## src/rtl/npu_cube_mac_seq_if.sv

```systemverilog
// ==== npu_cube_mac_seq_if : job / operand / add-tree / result bundle for the MAC sequencer ====
// ==== rev 1.0                                                                             ====
`timescale 1ns/1ps
`default_nettype none

interface npu_cube_mac_seq_if #(
  parameter int DWA              = 8,
  parameter int DWB_CODE         = 12,
  parameter int NPU_CUBE_MAC_NUM = 8,
  parameter int DWS              = 21,
  parameter int ACC_W            = 32,
  parameter int LEN_W            = 8
) ();
  logic                                 cfg_valid;
  logic                                 cfg_ready;
  logic [LEN_W-1:0]                     cfg_len;
  logic                                 cfg_signed;
  logic                                 in_valid;
  logic                                 in_ready;
  logic [DWA*NPU_CUBE_MAC_NUM-1:0]      in_data;
  logic [DWB_CODE*NPU_CUBE_MAC_NUM-1:0] in_para;
  logic [DWA*NPU_CUBE_MAC_NUM-1:0]      tree_data;
  logic [DWB_CODE*NPU_CUBE_MAC_NUM-1:0] tree_para;
  logic                                 tree_is_signed;
  logic                                 tree_valid;
  logic [DWS-1:0]                       tree_sum;
  logic                                 res_valid;
  logic                                 res_ready;
  logic [ACC_W-1:0]                     res_data;
  logic                                 busy;

  // Sequencer side
  modport slave (
    input  cfg_valid, cfg_len, cfg_signed, in_valid, in_data, in_para, tree_sum, res_ready,
    output cfg_ready, in_ready, tree_data, tree_para, tree_is_signed, tree_valid,
           res_valid, res_data, busy
  );

  // Operand buffers / add tree / result consumer side
  modport master (
    output cfg_valid, cfg_len, cfg_signed, in_valid, in_data, in_para, tree_sum, res_ready,
    input  cfg_ready, in_ready, tree_data, tree_para, tree_is_signed, tree_valid,
           res_valid, res_data, busy
  );
endinterface

`default_nettype wire

```

## src/rtl/npu_cube_mac_seq.sv

```systemverilog
// ==== npu_cube_mac_seq : job sequencer feeding the cube MAC add tree, accumulates one result/job ====
// ==== rev 1.0                                                                                   ====
`timescale 1ns/1ps
`default_nettype none

module npu_cube_mac_seq #(
  parameter int DWA              = 8,
  parameter int DWB_CODE         = 12,
  parameter int NPU_CUBE_MAC_NUM = 8,
  parameter int DWS              = 21,
  parameter int ACC_W            = 32,
  parameter int TREE_LAT         = 2,
  parameter int LEN_W            = 8
) (
  input  logic                  clk,
  input  logic                  rst_n,
  npu_cube_mac_seq_if.slave     mac_io
);

  localparam int DW = DWA * NPU_CUBE_MAC_NUM;
  localparam int PW = DWB_CODE * NPU_CUBE_MAC_NUM;

  typedef enum logic [1:0] {
    S_IDLE  = 2'd0,
    S_RUN   = 2'd1,
    S_DRAIN = 2'd2,
    S_DONE  = 2'd3
  } state_t;

  state_t              state_q,  state_d;
  logic [LEN_W-1:0]    len_q,    len_d;
  logic                signed_q, signed_d;
  logic [LEN_W:0]      issue_q,  issue_d;
  logic [LEN_W:0]      retire_q, retire_d;
  logic [ACC_W-1:0]    acc_q,    acc_d;
  logic [DW-1:0]       tdata_q,  tdata_d;
  logic [PW-1:0]       tpara_q,  tpara_d;
  logic                tvalid_q, tvalid_d;
  logic [TREE_LAT-1:0] vpipe_q,  vpipe_d;

  logic                accept;
  logic                retire;
  logic [ACC_W-1:0]    sum_ext;

  assign accept  = mac_io.in_valid && (state_q == S_RUN);
  // The head of the valid shift marks the cycle in which tree_sum belongs to one of our beats.
  assign retire  = vpipe_q[TREE_LAT-1];
  assign sum_ext = {{(ACC_W-DWS){mac_io.tree_sum[DWS-1] & signed_q}}, mac_io.tree_sum};

  always_comb begin
    state_d  = state_q;
    len_d    = len_q;
    signed_d = signed_q;
    issue_d  = issue_q;
    retire_d = retire_q;
    acc_d    = acc_q;
    tdata_d  = tdata_q;
    tpara_d  = tpara_q;
    tvalid_d = accept;
    vpipe_d  = (vpipe_q << 1) | TREE_LAT'(tvalid_q);

    if (accept) begin
      tdata_d = mac_io.in_data;
      tpara_d = mac_io.in_para;
    end

    if (retire) begin
      acc_d    = acc_q + sum_ext;
      retire_d = retire_q + (LEN_W+1)'(1);
    end

    case (state_q)
      S_IDLE: begin
        if (mac_io.cfg_valid) begin
          len_d    = mac_io.cfg_len;
          signed_d = mac_io.cfg_signed;
          acc_d    = '0;
          issue_d  = '0;
          retire_d = '0;
          state_d  = S_RUN;
        end
      end
      S_RUN: begin
        if (accept) begin
          issue_d = issue_q + (LEN_W+1)'(1);
          if (issue_q == {1'b0, len_q}) begin
            state_d = S_DRAIN;
          end
        end
      end
      // Leave DRAIN on the same edge the final sum lands so the result is presented immediately.
      S_DRAIN: begin
        if (retire && (retire_q == {1'b0, len_q})) begin
          state_d = S_DONE;
        end
      end
      S_DONE: begin
        if (mac_io.res_ready) begin
          state_d = S_IDLE;
        end
      end
      default: state_d = S_IDLE;
    endcase
  end

  always_ff @(posedge clk) begin
    if (!rst_n) begin
      state_q  <= S_IDLE;
      len_q    <= '0;
      signed_q <= 1'b0;
      issue_q  <= '0;
      retire_q <= '0;
      acc_q    <= '0;
      tdata_q  <= '0;
      tpara_q  <= '0;
      tvalid_q <= 1'b0;
      vpipe_q  <= '0;
    end else begin
      state_q  <= state_d;
      len_q    <= len_d;
      signed_q <= signed_d;
      issue_q  <= issue_d;
      retire_q <= retire_d;
      acc_q    <= acc_d;
      tdata_q  <= tdata_d;
      tpara_q  <= tpara_d;
      tvalid_q <= tvalid_d;
      vpipe_q  <= vpipe_d;
    end
  end

  assign mac_io.cfg_ready      = (state_q == S_IDLE);
  assign mac_io.in_ready       = (state_q == S_RUN);
  assign mac_io.tree_data      = tdata_q;
  assign mac_io.tree_para      = tpara_q;
  assign mac_io.tree_is_signed = signed_q;
  assign mac_io.tree_valid     = tvalid_q;
  assign mac_io.res_valid      = (state_q == S_DONE);
  assign mac_io.res_data       = acc_q;
  assign mac_io.busy           = (state_q != S_IDLE);

endmodule

`default_nettype wire

```

## src/flat_wrapper.sv

```systemverilog
// flat-port wrapper written by rule: the top's interface ports become plain ports
module npu_cube_mac_seq_flat 
#(
  parameter int DWA              = 8,
  parameter int DWB_CODE         = 12,
  parameter int NPU_CUBE_MAC_NUM = 8,
  parameter int DWS              = 21,
  parameter int ACC_W            = 32,
  parameter int TREE_LAT         = 2,
  parameter int LEN_W            = 8
)
  (clk, rst_n, mac_io_cfg_valid, mac_io_cfg_len, mac_io_cfg_signed, mac_io_in_valid, mac_io_in_data, mac_io_in_para, mac_io_tree_sum, mac_io_res_ready, mac_io_cfg_ready, mac_io_in_ready, mac_io_tree_data, mac_io_tree_para, mac_io_tree_is_signed, mac_io_tree_valid, mac_io_res_valid, mac_io_res_data, mac_io_busy);
  npu_cube_mac_seq_if #(.DWA(DWA), .DWB_CODE(DWB_CODE), .NPU_CUBE_MAC_NUM(NPU_CUBE_MAC_NUM), .DWS(DWS), .ACC_W(ACC_W), .LEN_W(LEN_W)) mac_io_i ();
  input  logic clk;
  input  logic rst_n;
  input wire logic [$bits(mac_io_i.cfg_valid)-1:0] mac_io_cfg_valid;
  input wire logic [$bits(mac_io_i.cfg_len)-1:0] mac_io_cfg_len;
  input wire logic [$bits(mac_io_i.cfg_signed)-1:0] mac_io_cfg_signed;
  input wire logic [$bits(mac_io_i.in_valid)-1:0] mac_io_in_valid;
  input wire logic [$bits(mac_io_i.in_data)-1:0] mac_io_in_data;
  input wire logic [$bits(mac_io_i.in_para)-1:0] mac_io_in_para;
  input wire logic [$bits(mac_io_i.tree_sum)-1:0] mac_io_tree_sum;
  input wire logic [$bits(mac_io_i.res_ready)-1:0] mac_io_res_ready;
  output wire logic [$bits(mac_io_i.cfg_ready)-1:0] mac_io_cfg_ready;
  output wire logic [$bits(mac_io_i.in_ready)-1:0] mac_io_in_ready;
  output wire logic [$bits(mac_io_i.tree_data)-1:0] mac_io_tree_data;
  output wire logic [$bits(mac_io_i.tree_para)-1:0] mac_io_tree_para;
  output wire logic [$bits(mac_io_i.tree_is_signed)-1:0] mac_io_tree_is_signed;
  output wire logic [$bits(mac_io_i.tree_valid)-1:0] mac_io_tree_valid;
  output wire logic [$bits(mac_io_i.res_valid)-1:0] mac_io_res_valid;
  output wire logic [$bits(mac_io_i.res_data)-1:0] mac_io_res_data;
  output wire logic [$bits(mac_io_i.busy)-1:0] mac_io_busy;
  assign mac_io_i.cfg_valid = mac_io_cfg_valid;
  assign mac_io_i.cfg_len = mac_io_cfg_len;
  assign mac_io_i.cfg_signed = mac_io_cfg_signed;
  assign mac_io_i.in_valid = mac_io_in_valid;
  assign mac_io_i.in_data = mac_io_in_data;
  assign mac_io_i.in_para = mac_io_in_para;
  assign mac_io_i.tree_sum = mac_io_tree_sum;
  assign mac_io_i.res_ready = mac_io_res_ready;
  assign mac_io_cfg_ready = mac_io_i.cfg_ready;
  assign mac_io_in_ready = mac_io_i.in_ready;
  assign mac_io_tree_data = mac_io_i.tree_data;
  assign mac_io_tree_para = mac_io_i.tree_para;
  assign mac_io_tree_is_signed = mac_io_i.tree_is_signed;
  assign mac_io_tree_valid = mac_io_i.tree_valid;
  assign mac_io_res_valid = mac_io_i.res_valid;
  assign mac_io_res_data = mac_io_i.res_data;
  assign mac_io_busy = mac_io_i.busy;
  npu_cube_mac_seq #(.DWA(DWA), .DWB_CODE(DWB_CODE), .NPU_CUBE_MAC_NUM(NPU_CUBE_MAC_NUM), .DWS(DWS), .ACC_W(ACC_W), .TREE_LAT(TREE_LAT), .LEN_W(LEN_W)) u_core (.clk(clk), .rst_n(rst_n), .mac_io(mac_io_i));
endmodule
```

## config.mk

```make
export PLATFORM = sky130hd
export DESIGN_NAME = npu_cube_mac_seq_flat
export DESIGN_NICKNAME = d
export VERILOG_FILES = /design/src/rtl/npu_cube_mac_seq_if.sv /design/src/rtl/npu_cube_mac_seq.sv /design/src/flat_wrapper.sv
export SDC_FILE = /design/constraint.sdc
export NUM_CORES = 1
export LEC_CHECK = 0
export CORE_MARGIN = 8
export CORE_UTILIZATION = 44
export DETAILED_ROUTE_END_ITERATION = 12
export HOLD_SLACK_MARGIN = 0.08
export PLACE_DENSITY = 0.78
export SLEW_MARGIN = 0
export SYNTH_ARGS = -nofsm -noshare
export SYNTH_HDL_FRONTEND = slang
export SYNTH_SLANG_ARGS = --single-unit
```

## constraint.sdc

```tcl
create_clock -name clk -period 3.5 [get_ports clk]
set_input_delay 0.7 -clock clk [delete_from_list [all_inputs] [get_ports clk]]
set_output_delay 0.7 -clock clk [all_outputs]
set_load 0.01 [all_outputs]
```

==> results of run 1 <==
## power by group through the flow
stage          Clock, mW  Sequential (mW)  Combinational (mW)
5_1_grt             2.67             3.04                2.37
2_1_floorplan          0             3.16               0.916
4_1_cts             2.57             3.00                2.20
3_3_place_gp           0             3.04                2.16
6_report            2.51             3.00                2.18
3_5_place_dp           0             3.06                2.19
## worst max-delay path: cells and delay by family
family                     cells  cell delay (ns)
buffers and inverters          1             0.42
muxes                          1             0.20
adders and majority gates      2             0.61
AOI/OAI and AO/OA              5             1.32
and+or+nand+nor                1             0.41
## registers in the layout (all words and copies together), names as in the netlist
| signal | cells |
|---|---|
| u_core.mac_io.tree_valid | 1 |
| u_core.mac_io.tree_is_signed | 1 |
| u_core.mac_io.tree_para | 96 |
| u_core.len_q | 8 |
| u_core.retire_q | 9 |
| u_core.state_q | 2 |
| u_core.mac_io.res_data | 32 |
| u_core.vpipe_q | 2 |
| u_core.issue_q | 9 |
| u_core.mac_io.tree_data | 64 |
## synthesized netlist by cell type, types with 2 or more instances
library cell,instances
nand2_1,389
dfxtp_1,224
a21oi_1,149
clkbuf_1,74
a21boi_0,66
nor2_1,61
ha_1,28
mux2i_1,28
o21ai_0,28
xor2_1,27
nand3_1,19
nand4_1,18
xnor2_1,16
inv_1,15
a31oi_1,9
or3_1,9
and2_1,8
a21o_1,7
and3_1,7
a211oi_1,6
a31o_2,6
buf_1,6
nor3_1,5
nor4_1,5
nand3b_1,4
nand4b_1,4
o21a_1,4
a211o_1,3
nand2b_1,3
nor3b_1,3
o211ai_1,3
buf_2,2
nor2b_1,2
o2111ai_1,2
o41ai_1,2
## metrics by stage
| step | utilization (%) | instances |
|---|---|---|
| after floorplan | - | 1266 |
| after global placement | 63.3 | 1889 |
| after detailed placement | 63.3 | 1889 |
| after CTS | 66.9 | 1935 |
| after global routing | 66.9 | 1938 |
| final | 66.9 | 1939 |
## per-layer routing
metal,up-vias,global-route usage [%]
met1,4677,27.3
li1,5008,-
met4,6,11.1
met3,80,9.46
met2,371,42.2
met5,-,0
## cells by family after synthesis
| family | count (synthesis) | synth area share (%) |
|---|---|---|
| simple gates | 543 | 22.7 |
| buf+inv | 98 | 3.74 |
| flops | 224 | 44.8 |
| compound gates | 299 | 18.2 |
| xor+xnor | 43 | 3.77 |
| mux | 29 | 2.91 |
| fa+ha+maj | 30 | 3.82 |
## area by class of cell
type                       instances  area (µm²)
clock buffer                      39         738
timing repair buffer             421        4200
clock inverter                     7        52.6
inverter                          15        57.6
tap                              285         357
multi-input combinational        944        5150
antenna                            4        10.0
sequential                       224        4490
fill                            1893        7450
## placed cells by master, fill, tap and decap left out, types with 25 or more instances in the layout
| cell | synthesis | layout |
|---|---|---|
| xor2_1 | 27 | 27 |
| a21boi_0 | 66 | 66 |
| o21ai_0 | 28 | 28 |
| clkdlybuf4s50_1 | 0 | 391 |
| dfxtp_1 | 224 | 223 |
| mux2i_1 | 28 | 28 |
| clkbuf_16 | 0 | 25 |
| ha_1 | 28 | 28 |
| nand2_1 | 389 | 388 |
| a21oi_1 | 149 | 149 |
| nor2_1 | 61 | 61 |
## path summary, 6_finish.rpt
kind,startpoint,to,cells past startpoint
setup / recovery,mac_io_tree_sum[0],u_core.mac_io.res_data[30],10
hold / removal,u_core.vpipe_q[0],u_core.vpipe_q[1],1
setup reg to reg,u_core.mac_io.res_data[0],u_core.mac_io.res_data[30],9
hold reg to reg,u_core.vpipe_q[0],u_core.vpipe_q[1],1
==> metrics.md, run 1 <==
| Metric | Value |
|---|---|
| Net Sw Frac | just over 30% |
| Slew HR | between 40% and 50% |
| WL/cell | between 15 and 20 µm |
| Hold WS | ~0.43 ns |
| RePlAce Congestion | 0.912 |
| Net switching power figure | ~2.4 mW |
| Post-CTS Hold Fix Bufs | 0 |
| Final Hold Fails | 0 |
| Most used flip-flop cell after synthesis | dfxtp_1 |
| Die W | 167 µm |
| Antenna violations before repair | 7 |
| Clk sinks | between 200 and 250 |
| GRT overflow | 0 |
| Post-CTS Resized | 0 |
| Slowest-stage cell, CP | clkdlybuf4s50_1 |
| Met3 wire len | around 3.4 mm |
| NumNets Final | 1855 |
| Worst Path Required | about 4.0 ns |
| Max_cap viols | 0 |
| Yosys reg bits | 224 |
| Largest net degree at the start of global routing | around 110 |
| Drt drc | 0 |
| Internal reg-to-reg setup slack | between 0.5 and 0.6 ns |
| Mean area per synthesized cell | slightly below 8 µm² |
| Slew Viols, Final | 0 |
| Highest signal layer in the routed design | met5 |
| Post-Syn Area | roughly 0.01 mm² |
| Async set-reset flop share out of synthesis | 0% |
| Run status | complete, no violations |
| Yosys cell types | 59 |
| GRT Overall Usage | between 20% and 30% |
| DRT iter0 DRCs | roughly 650 |
| Int Power | ~5.3 mW |
| Critical path class | in2reg |
| Design area | between 0.015 and 0.02 mm² |
| Clock network power share | 32.6% |
| Pre-CTS setup slack | -0.223 ns |
| Comb power frac | between 20% and 30% |
| Net Count, Synth | about 1500 |
| Total Power | slightly below 8 mW |
| Vias per cell | between 5 and 6 |
| Leakage | ~5.5 nW |
| CTS tree | done |
| Routed vias | ~10000 |
| Ys Warns | 0 |
| Number of synthesized flops with an enable pin | 0 |
| Worst endpoint data arrival time | about 3.7 ns |
| Height of the chip | approximately 170 µm |
| Initial Utilization | between 40% and 50% |
| Crit start category | primary input |
| Port bufs | ~390 |
| Fmax | between 0.3 and 0.4 GHz |
| Clock skew | approximately 0.0054 ns |
| Largest fanout on the critical path | 3 |
| Die ar. | between 0.02 and 0.03 mm² |
| RSZ-0062 raised after global routing | false |
| Clk pin slew, worst setup/hold paths | approximately 0.06 ns |
| Post-DRT Antenna Nets | 0 |
| Root Buffer | clkbuf_16 |
| Clk Latency, worst-skew pair | between 0.5 and 0.6 ns |
| Final setup violation count | 0 |
| Sequential share of the synthesized area | about 45% |
| Setup TNS | 0 ns |
| IO Pins | about 390 |
| Number of cell rows | 55 |
| VDD IR max | ~0.00045 V |
| Pwr dens | 511 mW/mm² |
| Final Cycle Share | between 90 and 100% |
| Synth area leader | dfxtp_1 |
| Vias in the first global route | around 10000 |
| CP endpoint kind | flop |
| Core box area | ~0.023 mm² |
| First-pass GRT wire length | between 50 and 60 mm |
| Area growth syn-to-layout | 50.5% |
| DP Area | about 0.014 mm² |
| Post-DP HPWL | approximately 27 mm |
| Routed wire length | about 36 mm |
| Slew @ Worst Pin | 0.840 ns |
| Crit path largest cell delay | ~0.42 ns |
| Synth top area share | 44.8% |
| Share of power burned in registers | 39.1% |
| Tmin final | about 3.2 ns |
| Largest cells by area after synthesis | dfxtp_1 45%, nand2_1 15%, a21oi_1 7.5%, a21boi_0 5.0%, ha_1 3.5% |
| First-pass DRT Iterations | 5 |
| Post-CTS Setup Bufs | 0 |
| Ratio of cells with drive above 1 in the final layout | 4.91% |
| WL met1 | between 10 and 15 mm |
| CTS Buf Count | 25 |
| Clk buf depth | 3 |
| WL met2 | around 18 mm |
| Setup WS post-layout | just under 0.3 ns |
| Crit-path cells | clkdlybuf4s50_1, ha_1, fa_1, a21o_1, a221o_1, a32o_1, a211o_1, or4_1, a31oi_1, mux2i_1 |
| H-tree level count | 1 |
| HP Class | reg2reg |
| Cells after Synth | between 1000 and 1500 |
(Power assumes the default switching activity.)
==> inputs of run 2 (changes only) <==
- HOLD_SLACK_MARGIN: 0.08 -> default
==> results of run 2 <==
Same layout as run 1: the final DEF is identical, and so are final timing and power.
